**config.mk**
```make
export PLATFORM = sky130hd
export DESIGN_NAME = fetch_unit
export DESIGN_NICKNAME = d
export VERILOG_FILES = /design/src/rtl/fetch_pkg.sv /design/src/rtl/fetch_queue.sv /design/src/rtl/fetch_unit.sv
export SDC_FILE = /design/constraint.sdc
export NUM_CORES = 1
export LEC_CHECK = 0
export CAP_MARGIN = 5
export CORE_MARGIN = 1.5
export CORE_UTILIZATION = 40
export DETAILED_ROUTE_END_ITERATION = 10
export PLACE_DENSITY = 0.66
export SLEW_MARGIN = 10
export SYNTH_ARGS = -nofsm -noshare
export SYNTH_HDL_FRONTEND = slang
export SYNTH_HIERARCHICAL = 1
export SYNTH_SLANG_ARGS = --single-unit
```
**constraint.sdc**
```tcl
create_clock -name clk -period 13 [get_ports clk]
set_clock_uncertainty 0.1 [all_clocks]
set_input_delay 3.9 -clock clk [delete_from_list [all_inputs] [get_ports clk]]
set_output_delay 3.9 -clock clk [all_outputs]
set_load 0.01 [all_outputs]
```
**src/rtl/fetch_pkg.sv**
```systemverilog
// fetch_pkg: shared types and constants for the instruction fetch stage
package fetch_pkg;
    typedef enum logic [1:0] {BOOT, RUN, FLUSH} fetch_state_t;
    localparam int INSTR_BYTES = 4;
    localparam logic [31:0] NOP_INSTR = 32'h0000_0013;
    typedef struct packed {
        logic [63:0] pc;
        logic [31:0] instr;
        logic        misalign;
    } fq_entry_t;
endpackage

```
**src/rtl/fetch_queue.sv**
```systemverilog
// fetch_queue: DEPTH-entry synchronous FIFO with flush; push and pop may coincide when full
module fetch_queue import fetch_pkg::*; #(
    parameter int DEPTH = 2
) (
    input  logic                     clk,
    input  logic                     reset_n,
    input  logic                     flush,
    input  logic                     push,
    input  logic                     pop,
    input  fq_entry_t                wdata,
    output fq_entry_t                head,
    output logic [$clog2(DEPTH):0]   count
);
    localparam int AW = $clog2(DEPTH);
    localparam int CW = AW + 1;
    fq_entry_t mem [DEPTH];
    logic [AW-1:0] wptr, rptr;
    logic do_pop, do_push;
    assign do_pop  = pop & (count != '0);
    assign do_push = push & ((count < CW'(DEPTH)) | do_pop);
    assign head    = (count != '0) ? mem[rptr] : '0;
    // pointer and occupancy bookkeeping; flush empties the queue at once
    always_ff @(posedge clk or negedge reset_n) begin
        if (!reset_n) begin
            wptr  <= '0;
            rptr  <= '0;
            count <= '0;
        end else if (flush) begin
            wptr  <= '0;
            rptr  <= '0;
            count <= '0;
        end else begin
            if (do_push) wptr <= wptr + AW'(1);
            if (do_pop) rptr <= rptr + AW'(1);
            count <= count + CW'(do_push) - CW'(do_pop);
        end
    end
    // entry storage needs no reset: head is masked to zero while empty
    always_ff @(posedge clk) begin
        if (do_push && !flush) mem[wptr] <= wdata;
    end
endmodule

```
**src/rtl/fetch_unit.sv**
```systemverilog
// fetch_unit: PC/FSM fetch stage feeding decode through fetch_queue (optional FETCH_MISALIGN_EN)
module fetch_unit import fetch_pkg::*; #(
    parameter logic [63:0] RESET_PC = 64'h0,
    parameter int          FQ_DEPTH = 2
) (
    input  logic        clk,
    input  logic        reset_n,
    output logic [63:0] icache_addr,
    output logic        icache_rd_en,
    input  logic [31:0] icache_data,
    input  logic        icache_stall,
    input  logic        redir_valid,
    input  logic [63:0] redir_pc,
    output logic        dec_valid,
    output logic [31:0] dec_instr,
    output logic [63:0] dec_pc,
    input  logic        dec_ready,
    output logic        dec_misalign
);
    localparam int CW = $clog2(FQ_DEPTH) + 1;
    fetch_state_t  state;
    logic [63:0]   pc;
    logic [CW-1:0] count;
    fq_entry_t     head, push_entry;
    logic space, misaligned, mis_push, fetch_ok, push, pop;
    assign dec_valid    = count != '0;
    assign space        = (count < CW'(FQ_DEPTH)) | (dec_valid & dec_ready);
`ifdef FETCH_MISALIGN_EN
    logic mis_done;
    assign misaligned = pc[1:0] != 2'b00;
    assign mis_push   = (state == RUN) & !redir_valid & space & misaligned & !mis_done;
    // a misaligned PC yields exactly one nop marker until the next redirect
    always_ff @(posedge clk or negedge reset_n) begin
        if (!reset_n) mis_done <= 1'b0;
        else mis_done <= redir_valid ? 1'b0 : (mis_done | mis_push);
    end
`else
    assign misaligned = 1'b0;
    assign mis_push   = 1'b0;
`endif
    assign icache_addr  = pc;
    assign icache_rd_en = (state == RUN) & !redir_valid & space & !misaligned;
    assign fetch_ok     = icache_rd_en & !icache_stall;
    assign push         = fetch_ok | mis_push;
    assign pop          = dec_valid & dec_ready;
    assign push_entry   = '{pc: pc, instr: mis_push ? NOP_INSTR : icache_data, misalign: mis_push};
    assign dec_instr    = head.instr;
    assign dec_pc       = head.pc;
    assign dec_misalign = head.misalign;
    // FSM and PC: redirect reloads PC and forces a one-cycle flush bubble
    always_ff @(posedge clk or negedge reset_n) begin
        if (!reset_n) begin
            state <= BOOT;
            pc    <= RESET_PC;
        end else if (redir_valid) begin
            state <= FLUSH;
            pc    <= redir_pc;
        end else begin
            state <= RUN;
            pc    <= fetch_ok ? pc + 64'(INSTR_BYTES) : pc;
        end
    end
    fetch_queue #(.DEPTH(FQ_DEPTH)) u_queue (
        .clk     (clk),
        .reset_n (reset_n),
        .flush   (redir_valid),
        .push    (push),
        .pop     (pop),
        .wdata   (push_entry),
        .head    (head),
        .count   (count)
    );
endmodule

```
==> metrics list <==
* Critical register-to-register path endpoint: icache_addr[13]
- Crit. End Element: output port
* Detail-routed via count per cell: 5.411
* WHS Path Cells: 0
* Startpoint of the most critical register-to-register path: state[1]
- Setup repair after global routing left no endpoint under its margin.
- After the last flow step, the layout net total stands at about 1,300.
* Via count of the first global-routing pass: 8,331
- In the final routed layout, each cell accounts on average for 19.91 µm.
- Buffers on Ports: 263
* Number of flip-flops and latches in the synthesized netlist: 264
- Period minus WS final: 9.370 ns
- At the worst endpoint, the arrival time is 5.37 ns.
- Status: complete, no violations
- Across the run, the number of max-cap violations was 0.
- Setup violations remaining at the end of the flow were counted as 0.
- The path with the worst hold slack has its endpoint at u_queue/mem[1][33].
* Setup total negative slack: 0 ns
- Grouping stages by cell kind, the critical path spends the most delay in buffers and inverters.
- Number of vias in the routed layout: just under 9,000
* Layout overhead on the synthesized area: 33.26%
- Wire length of the first global-routing pass: 48,920 µm
- After the first detailed-routing iteration, the DRC count stood at about 560.
- The internal power of the cells totals ~1.6 mW.
- Average instance area after synthesis: 12.86 µm²
- Synthesized cell area: roughly 12,000 µm²
- Number of flops mapped to enable cells by yosys: 194
* Critical Path RT: 9.00 ns
- Post-detail-place hpwl: 21,260 µm
* Remaining global-route overflow: 0
* Critical path's largest stage delay: 0.59 ns
- Ant. Diodes: 0
- In this run the worst path has a maximum fanout of 6.
* Net switching share of the total power: a little under a quarter
* Iteration count of the initial detailed-routing pass: 5
* Count of unique library cells instantiated by Yosys: 62
- The Yosys step of the flow raised 6 warnings.
* Number of sinks on the clock net: roughly 260
- Post-route DRC violation count: 0
* Die height: 175.6 µm
- RePlAce Congestion: 0.7893
- Clock buffer depth: 3
* Type of the worst setup path: input port to output port
- DIE AREA: 30,850 µm²
* Series of cell instances along the critical path: clkdlybuf4s50_1 -> nor2b_1 -> nor4b_1 -> clkdlybuf4s50_1
* Antenna violations before repair: 0
- Pwr per Cell Area: 127.5 nW/µm²
- Number of buffers inserted by post-CTS setup repair: 0
- The path class of the tightest hold or removal check is flop to flop.
- The detail route stage leaves a number of antenna-violating nets equal to 0.
- CTS Root Buffer Type: clkbuf_16
- Async S/R FF share, synth: 26.52%
- Leak pwr: 5.398 nW
- Summing the sequential cell areas from Yosys gives 63.57% of the chip area.
- Entering global routing, the biggest net connects 76 pins.
* Latest clock arrival within the worst-skew pair: 0.54 ns
* Starting Density: 40.43%
- Summing internal, switching and leakage power gives 2.025 mW.
- Across all register-to-register paths, the minimum setup slack is 9.33 ns.
- Hold Violations, Final: 0
- Among the stages of the critical path, the cell type that occurs most often is clkdlybuf4s50_1.
- Cell count of the worst reg-to-reg path: 9
- The die is approximately 180 µm wide.
- The floorplan step defined a core boundary enclosing 29,480 µm².
* Number of clock buffers inserted by TritonCTS: 28
* Maximum vdd ir drop: 0.1059 mV
* Number of levels in the clock H-tree: 1
* Share of the cycle needed by the critical path after routing: between 70% and 80%
- TritonCTS built the clock tree.
* Startpoint kind of the worst setup timing path: input port
* Number of top-level pins: 264
- Post-CTS sizing: 0
- Measured against its own limit, the worst slew margin works out to between 20% and 30%.
- In this run, the clock network consumes 42.1% of the power.
- Clock-pin slew was measured on the worst setup and hold paths at 0.05 ns.
- Worst Tran Pin Value: 1.049 ns
- Gate Count Post-Synth: 927
* Detailed Route WL: 31,830 µm
* Primary FF master, synth: edfxtp_1
- Static timing analysis puts the maximum clock frequency at 106.7 MHz.
* All-layer global routing usage: 20.38%
* Share of cells above drive strength 1: under 10%
- After floorplanning, the core was divided into 63 placement rows.
* Fraction of power consumed by sequential logic: roughly half
- The number of slew-limit violations in the final report was 0.
* Post-CTS Hold Buffers: 0
* Slowest cell on crit path: clkdlybuf4s50_1
* Switching power total: approximately 0.46 mW
- Share of total power in combinational logic: around 9%
* Worst Path Buf+Inv: 2
- Min-Delay Startpoint: icache_addr[0]
## synth_stat cells, types with 3 or more instances
| cell | instances | area, µm² |
|---|---|---|
| nor4_1 | 5 | 31.28 |
| nor2b_1 | 3 | 18.77 |
| and4_1 | 4 | 35.03 |
| ha_1 | 3 | 37.54 |
| mux2i_1 | 106 | 1061 |
| and2_1 | 16 | 100.1 |
| nor4_4 | 3 | 63.81 |
| nand4_1 | 26 | 162.7 |
| o211ai_1 | 28 | 210.2 |
| or4_1 | 7 | 52.55 |
| dfrtp_1 | 70 | 1752 |
| edfxtp_1 | 194 | 5826 |
| nor3_1 | 10 | 50.05 |
| buf_2 | 7 | 35.03 |
| clkbuf_1 | 26 | 97.59 |
| a221o_1 | 5 | 50.05 |
| a22oi_1 | 6 | 45.04 |
| nand4_2 | 5 | 62.56 |
| a21oi_1 | 13 | 65.06 |
| nand3b_1 | 3 | 22.52 |
| a41oi_1 | 3 | 26.28 |
| o311ai_2 | 4 | 65.06 |
| buf_6 | 6 | 67.56 |
| o311ai_0 | 7 | 61.31 |
| nand4b_1 | 5 | 43.79 |
| o211ai_2 | 5 | 62.56 |
| o21ai_0 | 25 | 125.1 |
| mux2_2 | 6 | 67.56 |
| nor4_2 | 3 | 37.54 |
| nand2_1 | 77 | 289.0 |
| and3_1 | 12 | 75.07 |
| buf_4 | 10 | 75.07 |
| a31oi_1 | 12 | 75.07 |
| nor2_1 | 116 | 435.4 |
| or3_1 | 10 | 62.56 |
| nand3_1 | 37 | 185.2 |
| o311ai_1 | 5 | 43.79 |
| inv_1 | 10 | 37.54 |
## how the worst max path moves through the flow
stage / endpoint / slack (ns) / cells past startpoint / start
6_report: icache_rd_en / 3.63 / 4 / dec_ready
5_1_grt: icache_rd_en / 3.49 / 4 / dec_ready
4_1_cts: icache_rd_en / 3.61 / 4 / dec_ready
3_5_place_dp: icache_rd_en / 3.62 / 4 / dec_ready
3_3_place_gp: icache_rd_en / 3.67 / 4 / dec_ready
2_1_floorplan: u_queue/mem[0][0] / 0.29 / 9 / redir_valid
## routing by layer
layer	vias to the layer above	wire [µm]	track usage (%)
met4	0	492	3.811
li1	4048	-	-
met3	34	2367	4.740
met2	301	14570	32.30
met1	4269	14400	28.81
met5	-	0	0
## worst register-to-register path: stages (launching register included)
cell     delay, ns
dfrtp_1       0.40
or4b_4        0.56
or2_2         0.29
buf_4         0.30
inv_2         0.38
buf_4         0.47
nor2_2        0.26
buf_4         0.31
a21o_1        0.19
a221o_1       0.29
## flip-flops by register name, summed over array words and instances (netlist names)
| name | cells |
|---|---|
| icache_addr | 64 |
| state | 2 |
| u_queue/count | 2 |
| u_queue/mem | 194 |
| u_queue/rptr | 1 |
| u_queue/wptr | 1 |
## power by group through the flow
stage	sequential, mW	combinational (mW)	clock, mW
2_1_floorplan	0.997	0.0642	0
3_3_place_gp	1.01	0.181	0
3_5_place_dp	1.01	0.183	0
4_1_cts	0.990	0.184	0.875
5_1_grt	0.996	0.197	0.910
6_report	0.990	0.182	0.853
## per-stage QoR
stage	instances	worst slack [ns]	cell area (µm²)	hold slack, ns	utilization, %
4_1_cts	1599	3.608	15890	0.4015	53.88
5_1_grt	1599	3.493	15890	0.4228	53.88
3_3_place_gp	1547	3.670	14890	0.3896	50.50
6_report	1599	3.630	15890	0.4026	53.88
2_1_floorplan	928	0.2851	11930	0.4235	-
3_5_place_dp	1547	3.621	14890	0.3840	50.50
## logic make-up (layout without fill, tap and decap cells)
group	after synthesis	in the layout	synth area share, %
AOI/OAI and AO/OA	125	125	7.841
xor gates and xnor gates	4	4	0.2940
adders and majority gates	3	3	0.3149
buffers and inverters	62	343	2.907
DFF	264	264	63.57
muxes	112	112	9.468
other	1	2	0.03146
and+or+nand+nor	356	356	15.58
## layout make-up
cell class / instances / area [µm²]
fillers: 2517 / 13600
flip-flops and latches: 264 / 7581
inverters: 11 / 41.29
clock buffers: 38 / 758.2
multi-input cells: 602 / 4024
well taps: 390 / 488.0
repair buffers: 280 / 2753
clock inverters: 14 / 240.2
## layout by cell type (no fill, tap or decap), types with 6 or more instances in the layout
| master | n |
|---|---|
| buf_4 | 18 |
| a21oi_1 | 13 |
| edfxtp_1 | 194 |
| nand3_1 | 37 |
| or3_1 | 10 |
| dfrtp_1 | 69 |
| clkbuf_16 | 28 |
| nand2_1 | 77 |
| mux2_2 | 6 |
| or4_1 | 7 |
| inv_1 | 10 |
| nor3_1 | 9 |
| nor2_1 | 115 |
| o211ai_1 | 28 |
| a31oi_1 | 12 |
| clkbuf_1 | 8 |
| o311ai_0 | 7 |
| mux2i_1 | 106 |
| o21ai_0 | 25 |
| bufinv_16 | 6 |
| and3_1 | 12 |
| clkdlybuf4s50_1 | 261 |
| and2_1 | 16 |
| a22oi_1 | 6 |
| nand4_1 | 26 |
(Power assumes the default switching activity.)
